--- src/rtl/sonar_array_ctrl.sv ---
// sonar_array_ctrl: sequential multi-channel ultrasonic ranger; define SONAR_MIN_TRACK_EN to add min_distance/min_ch
module sonar_array_ctrl #(
  parameter int CLK_FREQ_HZ = 100000000,
  parameter int N_CH = 4,
  parameter int DIST_W = 9,
  parameter int TRIG_US = 11,
  parameter int US_PER_CM = 58,
  parameter int TIMEOUT_US = 30000,
  parameter int GAP_US = 10000
) (
  input  logic clk,
  input  logic rst,
  input  logic init,
  input  logic continuous,
  input  logic [N_CH-1:0] ch_mask,
  input  logic [N_CH-1:0] echo,
  output logic [N_CH-1:0] trig,
  output logic busy,
  output logic done,
  output logic [N_CH*DIST_W-1:0] distance,
  output logic [N_CH-1:0] timeout_flag
`ifdef SONAR_MIN_TRACK_EN
  ,
  output logic [DIST_W-1:0] min_distance,
  output logic [((N_CH > 1) ? $clog2(N_CH) : 1)-1:0] min_ch
`endif
);
  localparam int DIV = CLK_FREQ_HZ / 1000000;
  localparam int PW = (DIV > 1) ? $clog2(DIV) : 1;
  localparam int CMAX = (TRIG_US > GAP_US) ? TRIG_US : GAP_US;
  localparam int CW = $clog2(CMAX + 1);
  localparam int UW = $clog2(TIMEOUT_US + 1);
  localparam int SW = (US_PER_CM > 1) ? $clog2(US_PER_CM) : 1;
  localparam int CHW = (N_CH > 1) ? $clog2(N_CH) : 1;
  typedef enum logic [2:0] {IDLE, SELECT, TRIG, WAIT_RISE, MEASURE, STORE, GAP, FINISH} state_t;
  state_t state_q;
  logic [N_CH-1:0] s1_q, s2_q, prev_q, mask_q, trig_q, tof_q;
  logic [N_CH*DIST_W-1:0] dist_q;
  logic [PW-1:0] pre_q;
  logic [CW-1:0] cnt_q;
  logic [UW-1:0] us_q;
  logic [SW-1:0] sub_q, sub_d;
  logic [DIST_W-1:0] cm_q, cm_d;
  logic [CHW-1:0] ch_q, sel_idx;
  logic busy_q, done_q, to_q, sel_found, tick, echo_hi, rise, fall, cnt_tick, sub_wrap, to_hit;
  assign trig = trig_q;
  assign busy = busy_q;
  assign done = done_q;
  assign distance = dist_q;
  assign timeout_flag = tof_q;
  assign tick = pre_q == PW'(DIV - 1);
  assign echo_hi = s2_q[ch_q];
  assign rise = echo_hi & ~prev_q[ch_q];
  assign fall = ~echo_hi & prev_q[ch_q];
  assign cnt_tick = tick & echo_hi & ((state_q == MEASURE) | ((state_q == WAIT_RISE) & rise));
  assign sub_wrap = sub_q == SW'(US_PER_CM - 1);
  assign sub_d = cnt_tick ? (sub_wrap ? '0 : sub_q + 1'b1) : sub_q;
  assign cm_d = (cnt_tick && sub_wrap && !(&cm_q)) ? cm_q + 1'b1 : cm_q;
  assign to_hit = tick && (us_q == UW'(TIMEOUT_US - 1));
  // Lowest-index pending channel of the latched mask
  always_comb begin
    sel_found = 1'b0;
    sel_idx = '0;
    for (int i = N_CH - 1; i >= 0; i--) begin
      if (mask_q[i]) begin
        sel_found = 1'b1;
        sel_idx = CHW'(i);
      end
    end
  end
  // Two-flop echo synchronizer plus previous sample for edge detection
  always_ff @(posedge clk) begin
    if (rst) begin
      s1_q <= '0;
      s2_q <= '0;
      prev_q <= '0;
    end else begin
      s1_q <= echo;
      s2_q <= s1_q;
      prev_q <= s2_q;
    end
  end
  // 1 us tick prescaler, realigned on entry to TRIG and GAP so both last whole ticks
  always_ff @(posedge clk) begin
    pre_q <= (rst || state_q == SELECT || state_q == STORE || tick) ? '0 : pre_q + 1'b1;
  end
  // Sweep sequencer: trigger, wait for echo, measure, store, guard gap
  always_ff @(posedge clk) begin
    if (rst) begin
      state_q <= IDLE;
      trig_q <= '0;
      busy_q <= 1'b0;
      done_q <= 1'b0;
      dist_q <= '0;
      tof_q <= '0;
      mask_q <= '0;
      ch_q <= '0;
      cnt_q <= '0;
      us_q <= '0;
      sub_q <= '0;
      cm_q <= '0;
      to_q <= 1'b0;
    end else begin
      done_q <= 1'b0;
      case (state_q)
        IDLE: begin
          busy_q <= init;
          if (init) begin
            mask_q <= ch_mask;
            state_q <= SELECT;
          end
        end
        SELECT: begin
          if (sel_found) begin
            ch_q <= sel_idx;
            mask_q[sel_idx] <= 1'b0;
            trig_q <= N_CH'(1) << sel_idx;
            cnt_q <= '0;
            state_q <= TRIG;
          end else begin
            state_q <= FINISH;
          end
        end
        TRIG: begin
          if (tick) begin
            cnt_q <= cnt_q + 1'b1;
            if (cnt_q == CW'(TRIG_US - 1)) begin
              trig_q <= '0;
              us_q <= '0;
              sub_q <= '0;
              cm_q <= '0;
              to_q <= 1'b0;
              state_q <= WAIT_RISE;
            end
          end
        end
        WAIT_RISE: begin
          us_q <= us_q + UW'(tick);
          sub_q <= sub_d;
          cm_q <= cm_d;
          if (to_hit) begin
            to_q <= 1'b1;
            state_q <= STORE;
          end else if (rise) begin
            state_q <= MEASURE;
          end
        end
        MEASURE: begin
          us_q <= us_q + UW'(tick);
          sub_q <= sub_d;
          cm_q <= cm_d;
          if (fall) begin
            state_q <= STORE;
          end else if (to_hit) begin
            to_q <= 1'b1;
            state_q <= STORE;
          end
        end
        STORE: begin
          dist_q[ch_q*DIST_W +: DIST_W] <= to_q ? '1 : cm_q;
          tof_q[ch_q] <= to_q;
          cnt_q <= '0;
          state_q <= GAP;
        end
        GAP: begin
          if (tick) begin
            cnt_q <= cnt_q + 1'b1;
            if (cnt_q == CW'(GAP_US - 1)) state_q <= SELECT;
          end
        end
        FINISH: begin
          done_q <= 1'b1;
          if (continuous) begin
            mask_q <= ch_mask;
            state_q <= SELECT;
          end else begin
            state_q <= IDLE;
          end
        end
        default: state_q <= IDLE;
      endcase
    end
  end
`ifdef SONAR_MIN_TRACK_EN
  logic [DIST_W-1:0] run_min_q, min_dist_q;
  logic [CHW-1:0] run_ch_q, min_ch_q;
  logic found_q;
  assign min_distance = min_dist_q;
  assign min_ch = min_ch_q;
  // Running minimum over valid results of the sweep, published at FINISH
  always_ff @(posedge clk) begin
    if (rst) begin
      run_min_q <= '1;
      run_ch_q <= '0;
      found_q <= 1'b0;
      min_dist_q <= '1;
      min_ch_q <= '0;
    end else begin
      if ((state_q == IDLE && init) || (state_q == FINISH && continuous)) begin
        run_min_q <= '1;
        run_ch_q <= '0;
        found_q <= 1'b0;
      end else if (state_q == STORE && !to_q && (!found_q || cm_q < run_min_q)) begin
        run_min_q <= cm_q;
        run_ch_q <= ch_q;
        found_q <= 1'b1;
      end
      if (state_q == FINISH) begin
        min_dist_q <= found_q ? run_min_q : '1;
        min_ch_q <= found_q ? run_ch_q : '0;
      end
    end
  end
`endif
endmodule

--- config.mk ---
export PLATFORM = sky130hd
export DESIGN_NAME = sonar_array_ctrl
export DESIGN_NICKNAME = d
export VERILOG_FILES = /design/src/rtl/sonar_array_ctrl.sv
export SDC_FILE = /design/constraint.sdc
export NUM_CORES = 1
export LEC_CHECK = 0
export CORE_MARGIN = 3
export CORE_UTILIZATION = 40
export CTS_CLUSTER_DIAMETER = 200
export DETAILED_ROUTE_END_ITERATION = 10
export PLACE_DENSITY = 0.62
export SETUP_SLACK_MARGIN = 0.15
export SYNTH_ARGS = -nofsm -noshare
export SYNTH_HDL_FRONTEND = slang
export SYNTH_SLANG_ARGS = --single-unit
export TNS_END_PERCENT = 50
--- constraint.sdc ---
create_clock -name clk -period 6.5 [get_ports clk]
set_clock_uncertainty 0.1 [all_clocks]
set_input_delay 1.3 -clock clk [delete_from_list [all_inputs] [get_ports clk]]
set_output_delay 1.3 -clock clk [all_outputs]
set_load 0.1 [all_outputs]
==> impl_metrics.toml <==
[pwr]
comb_power_share = 0.145
p_seq_frac = 0.398
ir_drop_uv = 241
p_sw_frac = 0.298
pwr-share-clk = 0.457
power_density_nw_per_um2 = 302
p_leak_nw = 2.29
p_sw_mw = 0.604
p_int_mw = 1.43

[drt]
wl_per_cell_microns = 15.4
dr.pass1.iters = 5
vias = 4773
routed_via_density = 5.52
drcViolationCount = 0
drt_iter0_markers = 313
wirelength_microns = 13300
detail-route-antenna-nets = 0

[setup_path]
path_class = "flop to output port"
r2r_start = "cm_q[0]"
critPathCapture = "trig[3]"
cp_max_fo = 2
start_kind = "flop"
worstPathCellList = "clkdlybuf4s50_1"
worstPathRequired_ps = 5100
max_stage_delay_ps = 1160
cp.depth = 1
r2r_cells = 9
cp_top_family = "buffers and inverters"
path_buf_inv = 1
worstReg2RegEnd = "cm_q[5]"
slowest_stage = "clkdlybuf4s50_1"
reg2reg_slack_ps = 3590
cp-end-kind = "output port"
critical_path.startpoint = "trig[3]"
cp.arrival_ps = 1950

[place]
gp_congestion = 0.825
dp_hpwl_microns = 9110
pre_cts_ws_ps = 3470
port-buffer-count = 57

[synthesis]
synth_warnings = 0
ys_async_sr_fraction = 0
ys_types = 65
avgSynthCellArea_sq_um = 8.66
syn_nets = 657
synth_flop_cell = "dfxtp_1"
netlist_area_sq_um = 5460
synthCells = 631
synth_edf_count = 0
seq_area_frac_synth = 0.436
ys_ff_latch = 119

[outcome]
status = "completed"

[timing]
worst_slew_pin_slew_ps = 1060
tns_ps = 0
rsz0062_at_grt = "false"
post-route-period-util = 0.515
fin_crit_ps = 3350
slew_violations = 0
setup_violations = 0
clock.fmax_mhz = 298
setup_ws_ps = 3150
hold_viol_final = 0
slew_headroom = 0.291

[die]
die_x_microns = 123
rows = 42
die_h_microns = 123
dieArea_sq_um = 15100
core_area_sq_um = 13300
ioPinCount = 58
start_util = 0.411

[clocking]
postCtsHoldBufs = 0
cts.root.buffer_cell = "clkbuf_16"
htreeDepth = 4
cts_tree = "done"
cts_setup_buffers = 0
clkTransAtPathRegs_ps = 50
insertion_delay_ps = 420
clock-sinks = 119
cts-buffers-inserted = 17
ctsResizeCount = 0
clk_path_buf_depth = 2

[global_routing]
grt_pass1_vias = 4462
grt_pass1_wl_microns = 21600
grt_overflow = 0
grt_max_degree = 82
antenna_found_initial = 0
track_usage = 0.182

[cells_and_area]
drive_above_1_share = 0.0798
fin_util = 0.506
mostFrequentLayoutCell = "dfxtp_1"
multi_input_area_sq_um = 2880
area_growth_pct = 23.1
diodes = 0
num-nets-final = 702
fillers = 1242
layout_common_cells = "dfxtp_1, nor2_1, clkdlybuf4s50_1, a21oi_1, nand2_1"
seqCellArea_sq_um = 2380

[worst_hold_path]
min_path_cells = 1
hold_class = "flop to flop"

[flow_run]
maxCapViolations = 0
[worst min path at each step]
stage / endpoint / startpoint
2_1_floorplan: pre_q[0] / pre_q[0]
3_3_place_gp: s2_q[2] / s1_q[2]
3_5_place_dp: s2_q[0] / s1_q[0]
4_1_cts: pre_q[0] / pre_q[0]
5_1_grt: s2_q[0] / s1_q[0]
6_report: s2_q[3] / s1_q[3]
[metrics by stage]
| stage | instance area (sq um) | total power, mW | hold WS [ps] | cells |
|---|---|---|---|---|
| after floorplan | 5460 | 1.05 | 313 | 631 |
| after global placement | 6130 | 1.11 | 317 | 833 |
| after detailed placement | 6130 | 1.11 | 327 | 833 |
| after CTS | 6730 | 2.05 | 348 | 865 |
| after global routing | 6730 | 2.12 | 360 | 865 |
| final | 6730 | 2.03 | 341 | 865 |
[synthesized netlist by cell type, types with 13 or more instances]
master,count,area [sq um]
nand3_1,38,190
nor2_1,67,251
nor3b_1,16,120
ha_1,14,175
nand2_1,47,176
or4_1,13,97.6
clkbuf_1,25,93.8
inv_1,19,71.3
a22oi_1,19,143
o21ai_0,14,70.1
dfxtp_1,119,2380
nor2b_1,18,113
xnor2_1,14,123
a21oi_1,53,265
[sequential cells by signal (all words and copies together) (netlist names)]
signal        count
busy              1
ch_q              2
cm_q              9
cnt_q            14
distance         36
done              1
mask_q            4
pre_q             7
prev_q            4
s1_q              4
s2_q              4
state_q           3
sub_q             6
timeout_flag      4
to_q              1
trig              4
us_q             15
[power groups by stage]
| stage | logic [mW] | clock network, mW | registers (mW) |
|---|---|---|---|
| finish | 0.294 | 0.928 | 0.808 |
| global route | 0.327 | 0.975 | 0.816 |
| CTS | 0.293 | 0.946 | 0.807 |
| detailed placement | 0.291 | 0 | 0.823 |
| global placement | 0.285 | 0 | 0.821 |
| floorplan | 0.238 | 0 | 0.809 |
[cell families (layout without fill, tap and decap cells)]
| kind of cell | count (synthesis) | after routing | share of synthesized area |
|---|---|---|---|
| compound gates | 144 | 144 | 0.175 |
| simple gates | 279 | 279 | 0.277 |
| fa+ha+maj | 14 | 14 | 0.0321 |
| mux | 5 | 5 | 0.0137 |
| xor+xnor | 18 | 18 | 0.0289 |
| buf+inv | 52 | 110 | 0.0373 |
| flops | 119 | 119 | 0.436 |
[cell type report]
class,instances,share of cell area
clock inverter,11,0.0169
timing repair buffer,59,0.0863
multi-input combinational,460,0.428
sequential,119,0.354
inverter,19,0.0106
tap,176,0.0327
clock buffer,21,0.0714
[per-layer routing]
metal  vias to the layer above  global-route usage  wire length (microns)
met5                         -                   0                      0
met4                         0              0.0735                    208
met3                        19              0.0452                    666
met2                       119               0.287                   6340
met1                      2256               0.238                   6120
li1                       2379                   -                      -
(Power assumes the default switching activity.)
